<file path="src/rtl/spi_master_engine.sv">
// SPI initiator: runs one {addr, rw, data} frame per accepted start, driving cs/sclk/mosi
// and capturing miso during the data phase of read frames.
module spi_master_engine #(
    parameter int unsigned CLKDIV = 4,
    parameter int unsigned ADDR_W = 7,
    parameter int unsigned DATA_W = 8
) (
    input  logic              clk,
    input  logic              reset,
    input  logic              start,
    input  logic              rw,
    input  logic [ADDR_W-1:0] addr,
    input  logic [DATA_W-1:0] wdata,
    output logic              busy,
    output logic              done,
    output logic [DATA_W-1:0] rdata,
    output logic              cs,
    output logic              sclk,
    output logic              mosi,
    input  logic              miso
);

    localparam int unsigned FrameW = ADDR_W + 1 + DATA_W;
    localparam int unsigned CntW   = (CLKDIV > 1) ? $clog2(CLKDIV) : 1;
    localparam int unsigned BitW   = $clog2(FrameW);

    typedef enum logic [1:0] {StIdle, StSetup, StShift, StGap} state_e;

    state_e              state_q, state_d;
    logic [CntW-1:0]     hcnt_q, hcnt_d;
    logic [BitW-1:0]     bit_cnt_q, bit_cnt_d;
    logic [FrameW-1:0]   frame_q, frame_d;
    logic                rw_q, rw_d;
    logic [DATA_W-1:0]   rx_q, rx_d;
    logic [DATA_W-1:0]   rdata_q, rdata_d;
    logic                cs_q, cs_d;
    logic                sclk_q, sclk_d;
    logic                hc_last;
    logic                bit_last;
    logic                accept;

    assign hc_last  = (hcnt_q == CntW'(CLKDIV - 1));
    assign bit_last = (bit_cnt_q == BitW'(FrameW - 1));

    // mosi is the frame MSB; the frame only shifts on sclk falls and drains to zero by the end.
    assign mosi  = frame_q[FrameW-1];
    assign cs    = cs_q;
    assign sclk  = sclk_q;
    assign rdata = rdata_q;
    assign done  = (state_q == StGap) && hc_last;
    assign busy  = (state_q != StIdle) && !done;

    always_comb begin
        state_d   = state_q;
        hcnt_d    = hc_last ? '0 : hcnt_q + 1'b1;
        bit_cnt_d = bit_cnt_q;
        frame_d   = frame_q;
        rw_d      = rw_q;
        rx_d      = rx_q;
        rdata_d   = rdata_q;
        cs_d      = cs_q;
        sclk_d    = sclk_q;
        accept    = 1'b0;

        unique case (state_q)
            StIdle: begin
                hcnt_d = '0;
                accept = start;
            end
            StSetup: begin
                if (hc_last) begin
                    sclk_d    = 1'b1;
                    bit_cnt_d = '0;
                    state_d   = StShift;
                end
            end
            StShift: begin
                if (hc_last) begin
                    if (sclk_q) begin
                        sclk_d  = 1'b0;
                        frame_d = {frame_q[FrameW-2:0], 1'b0};
                    end else if (bit_last) begin
                        cs_d    = 1'b1;
                        state_d = StGap;
                        if (rw_q) begin
                            rdata_d = rx_q;
                        end
                    end else begin
                        sclk_d    = 1'b1;
                        bit_cnt_d = bit_cnt_q + 1'b1;
                        // Rising edges that open the data bits of a read frame
                        if (rw_q && (bit_cnt_q >= BitW'(ADDR_W))) begin
                            rx_d = {rx_q[DATA_W-2:0], miso};
                        end
                    end
                end
            end
            StGap: begin
                if (hc_last) begin
                    state_d = StIdle;
                    accept  = start;
                end
            end
            default: state_d = StIdle;
        endcase

        if (accept) begin
            frame_d = {addr, rw, {DATA_W{~rw}} & wdata};
            rw_d    = rw;
            rx_d    = '0;
            cs_d    = 1'b0;
            sclk_d  = 1'b0;
            hcnt_d  = '0;
            state_d = StSetup;
        end
    end

    always_ff @(posedge clk) begin
        if (reset) begin
            state_q   <= StIdle;
            hcnt_q    <= '0;
            bit_cnt_q <= '0;
            frame_q   <= '0;
            rw_q      <= 1'b0;
            rx_q      <= '0;
            rdata_q   <= '0;
            cs_q      <= 1'b1;
            sclk_q    <= 1'b0;
        end else begin
            state_q   <= state_d;
            hcnt_q    <= hcnt_d;
            bit_cnt_q <= bit_cnt_d;
            frame_q   <= frame_d;
            rw_q      <= rw_d;
            rx_q      <= rx_d;
            rdata_q   <= rdata_d;
            cs_q      <= cs_d;
            sclk_q    <= sclk_d;
        end
    end

endmodule
</file>
<file path="config.mk">
export PLATFORM = sky130hd
export DESIGN_NAME = spi_master_engine
export DESIGN_NICKNAME = d
export VERILOG_FILES = /design/src/rtl/spi_master_engine.sv
export SDC_FILE = /design/constraint.sdc
export NUM_CORES = 1
export LEC_CHECK = 0
export CORE_ASPECT_RATIO = 1.1
export CORE_MARGIN = 2
export CORE_UTILIZATION = 55
export CTS_BUF_LIST = sky130_fd_sc_hd__clkbuf_8
export DETAILED_ROUTE_END_ITERATION = 10
export GPL_TIMING_DRIVEN = 0
export PLACE_DENSITY = 0.84
export SLEW_MARGIN = 0
export SYNTH_ARGS = -nofsm -noshare
export SYNTH_HDL_FRONTEND = slang
export SYNTH_SLANG_ARGS = --single-unit
</file>
<file path="constraint.sdc">
create_clock -name clk -period 1.9 [get_ports clk]
set_input_delay 0.285 -clock clk [delete_from_list [all_inputs] [get_ports clk]]
set_output_delay 0.285 -clock clk [all_outputs]
set_load 0.02 [all_outputs]
</file>
Word level (Yosys, flattened, before mapping)
Index checks and enable logic that the tools add are counted.
Word-level totals
  input bits: 20
  word-level logic and storage cells: 85
  output and inout bits: 13
  register bits after elaboration: 43
Operators by class
  multiplexer cells: 28
  order comparisons: 1
  reduce and logical (&&, ||, !) cells: 23
  bitwise gates (word level): 4
  eq/ne operators: 17
  add/sub/neg operators: 2
Operators by type and width (count)
  $mux 16: 4
  $mux 4: 4
  $ne 3x3->1 const B: 5
  $reduce_and 5->1: 3
  $ne 2x2->1 const B: 6
  $reduce_and 6->1: 2
  $reduce_bool 2->1: 6
  $mux 1: 11
  $mux 2: 5
  $and 8x8->8: 1
  $pmux 4 s2: 1
  $eq 2x2->1 const B: 3
  $pmux 2 s3: 1
  $reduce_and 3->1: 2
  $add 4x1->4 const B: 1
  $eq 4x4->1 const B: 1
  $ge 4x3->1 const B: 1
  $pmux 1 s2: 2
  $reduce_and 4->1: 1
  $reduce_bool 4->1: 1
  $reduce_or 4->1: 1
  $logic_and 1x1->1: 3
  $not 1->1: 3
  $reduce_bool 3->1: 1
  6 further kinds: 6

Longest topological paths before layout
  depth in word-level cells: 6
  depth in mapped cells: 8
  mapped depth without buffers: 6

Least setup slack after synthesis
No wires, ideal clock.
  path type: flip-flop to flip-flop
  from: reg state_q[0]
  to: reg frame_q[13]
  required time: 1754 ps
  slack: 194 ps
  cell stages (with the launch flop): 8
  data arrival time: 1560 ps
  library setup time: 146 ps
  period minus slack after synthesis: 1706 ps
  path buffers: 2
  path through: dfxtp_1 -> inv_1 -> ha_1 -> or3b_1 -> buf_6 -> buf_6 -> nor2_1 -> a211oi_2
Between the ends
  longest elaborated chain between the ends: 4
  elaborated cells between the ends (all ways): 9
  those cells by class: eq/ne (2); mux (2); reduce/logical (5)
Ends and longest elaborated chain
  from (decl): line 29  | state_e state_q, state_d;
  from (signal assigned): line 120  | state_q <= StIdle;
  from (signal assigned): line 130  | state_q <= state_d;
  $eq 2x2->1 or $logic_not 2->1 (tied branches): line 65  | unique case (state_q)
  $pmux 1 s2: line 65
  $reduce_bool 2->1 (no source line)
  $reduce_and 3->1 (no source line)
  to (signal assigned): line 133  | frame_q <= frame_d;
  to (decl): line 32  | logic [FrameW-1:0] frame_q, frame_d;
Several ways; a longest one is shown, not always the timed one.
A chain may end at the register's enable or synchronous reset.

Worst setup path in the final report
  from: reg state_q[0]
  to: reg frame_q[9]
The elaborated chain is that of the path after synthesis.

==> run_results.csv <==
group,metric,value,unit
cts,clockRootBuffer,"clkbuf_8",
timing,final-hold-violation-count,0,
timing,setup_viol,0,
critical_path,endpoint_kind,"register",
finish,fill_cells,304,
global_route,grt_max_degree,16,
route,top_signal_layer_used,"met4",
placement,io_buffers,32,
floorplanning,die_area,4250,sq um
timing,skew,0.00405,ns
global_route,grt.total_usage,18.2,%
critical_path,cp_common_cell,"buf_6",
finish,fin_area,2540,sq um
finish,area_delta_synth_final,23.4,%
floorplanning,rows,23,
synth,yosysUniqueCellTypes,40,
synth,yosysMostFrequentCell,"dfxtp_1",
synth,yosys.area.top_type,"dfxtp_1",
critical_path,cp-start-kind,"register",
route,routedWlPerCell,13.0,um
synth,avgSynthCellArea,10.5,sq um
route,met1_length,1700,um
cts,cts.sinks,43,
cts,clock_latency,0.30,ns
power,report.power.total,1.93,mW
floorplanning,die_w,62.3,um
critical_path,path_cells,"inv_1, ha_1, or3b_1, buf_6, buf_6, nor2_1, a211oi_2",
synth,yosys_warnings,0,
power,swShare,28.2,%
synth,yosys-top-cells-area,"dfxtp_1 42%, mux2i_1 16%, a211oi_2 9.7%",
worst_hold_path,hold_class,"reg2reg",
critical_path,cp_top_family,"simple AND/OR/NAND/NOR gates",
critical_path,cp_num_buf_inv,3,
route,drtPass1Iterations,4,
finish,seq_area,863,sq um
route,wl_met2,1810,um
cts,clk_pin_slew,0.09,ns
power,ir_drop,0.629,mV
timing,slew_headroom,54.8,%
power,intPower,1.38,mW
global_route,grt_pass1_wl,6060,um
timing,fin_ws,0.0611,ns
placement,dp_hpwl,2640,um
route,postRouteAntennaNets,0,
floorplanning,core,3630,sq um
floorplanning,start_util,56.7,%
power,power_frac_seq,51.2,%
placement,place_ws,-0.145,ns
power,power_density,760,nW/um^2
synth,syn-cell-area,2060,sq um
finish,drive_above_1_share,20.3,%
synth,yosys-top-cells-count,"43 x dfxtp_1, 32 x mux2i_1, 31 x nor2_1",
job,drv_cap,0,
run_status,status,"complete, no violations",
synth,ys_seq_area_share,41.8,%
power,power_frac_comb,17.6,%
critical_path,cpPeakStageDelay,0.41,ns
finish,multi_input_area,1090,sq um
synth,synth-edff-count,0,
placement,place_area,2440,sq um
cts,cts_buffers,5,
route,met3_length,179,um
critical_path,crit_fanout,10,
global_route,grt.overflow.total,0,
route,drc_errors,0,
finish,n_antenna_cell,0,
cts,hold_buffers,0,
synth,synth_top_area_share,41.8,%
timing,min_period_over_period,96.8,%
critical_path,critical_path_class,"reg2reg",
power,switching_power,0.544,mW
critical_path,worst_ep_arrival_time,2.00,ns
timing,worst_slew_pin_slew,0.678,ns
cts,cts_buffer_depth,2,
timing,max_freq,544,MHz
global_route,grt_pass1_vias,1373,
floorplanning,die_y,68.1,um
global_route,antenna_found_initial,0,
route,vias,1527,
route,drt-vias-per-instance,5.34,
route,wl,3720,um
synth,ys_seq_elements,43,
synth,syn_nets,223,
critical_path,required,2.06,ns
route,drt-initial-drc-count,95,
critical_path,slowest_stage,"or3b_1",
synth,async_flop_share,0,%
floorplanning,io_pins,33,
synth,syn_inst,196,
timing,fin_crit,1.84,ns
timing,slew_violations,0,
finish,nets,262,
synth,yosys_most_used_dff,"dfxtp_1",
power,clkPwrFrac,31.3,%
cts,htreeDepth,2,
cts,cts_tree,"done",
power,leakagePower,1.08,nW
placement,place_congestion,0.822,
path summary, 6_finish.rpt:
| path | startpoint | end | slack [ns] | cells after the start |
|---|---|---|---|---|
| setup / recovery | state_q[0] | frame_q[9] | 0.06 | 7 |
| hold / removal | hcnt_q[0] | hcnt_q[0] | 0.44 | 1 |
| setup reg to reg | state_q[0] | frame_q[9] | 0.06 | 7 |
| hold reg to reg | hcnt_q[0] | hcnt_q[0] | 0.44 | 1 |
state kept, by name (all words and copies together) (netlist names), 2 cells and up:
name       count
hcnt_q         2
frame_q       16
state_q        2
rx_q           8
rdata          8
bit_cnt_q      4
routing by layer:
layer | up-vias | track usage (%)
met5 | - | 0
met4 | 0 | 4.44
met3 | 5 | 6.09
met2 | 25 | 32.1
met1 | 719 | 21.8
li1 | 778 | -
metrics by stage:
| step | util, % | TNS, ns | std cells | hold slack, ns |
|---|---|---|---|---|
| 3_5_place_dp | 67.3 | -1.34 | 278 | 0.430 |
| 6_report | 70.0 | 0 | 286 | 0.441 |
| 2_1_floorplan | - | 0 | 196 | 0.405 |
| 4_1_cts | 69.8 | 0 | 286 | 0.442 |
| 3_3_place_gp | 67.3 | -1.03 | 278 | 0.421 |
| 5_1_grt | 70.0 | -0.0259 | 286 | 0.458 |
power groups by stage:
| stage | Combinational (mW) | Clock [mW] | Sequential [mW] |
|---|---|---|---|
| 2_1_floorplan | 0.231 | 0 | 1.01 |
| 4_1_cts | 0.341 | 0.612 | 0.986 |
| 5_1_grt | 0.368 | 0.652 | 0.995 |
| 3_5_place_dp | 0.342 | 0 | 1.01 |
| 6_report | 0.339 | 0.603 | 0.987 |
| 3_3_place_gp | 0.335 | 0 | 1.01 |
cells in the final DEF, fill, tap and decap left out, drive strengths merged, types with 2 or more instances in the layout:
cell and n:
mux2i 32, dfxtp 43, inv 8, nand2 6, nand3 4, xnor2 2
buf 8, o21ai 4, clkdlybuf4s50 30, nor3b 2, ha 7, clkbuf 8
a21oi 11, nor2 32, clkinvlp 2, dlygate4sd2 2, a211oi 18
cell type report:
cell class                      instances  area share (%)
Clock inverter                          3           0.937
Tap cell                               50            2.47
Clock buffer                            5            2.71
Buffer                                 11            3.21
Sequential cell                        43            34.0
Multi-Input combinational cell        135            43.1
Inverter                                7            1.04
Timing Repair Buffer                   32            12.5
timing repair:
| item | 4_1_cts | 5_1_grt |
|---|---|---|
| endpoints found under the setup margin | 2 | 16 |
| gates resized for setup | 2 | 4 |
| buffers inserted | 0 | 0 |
kinds of logic (layout without fill, tap and decap cells):
family	Yosys count	count (layout)	synth area share, %
compound gates	41	41	19.2
xor+xnor	2	2	0.852
fa+ha+maj	7	7	4.26
buf+inv	18	58	5.23
flops	43	43	41.8
mux	33	33	16.1
simple gates	52	52	12.5
Note: power is estimated with default switching activity, not from simulation.
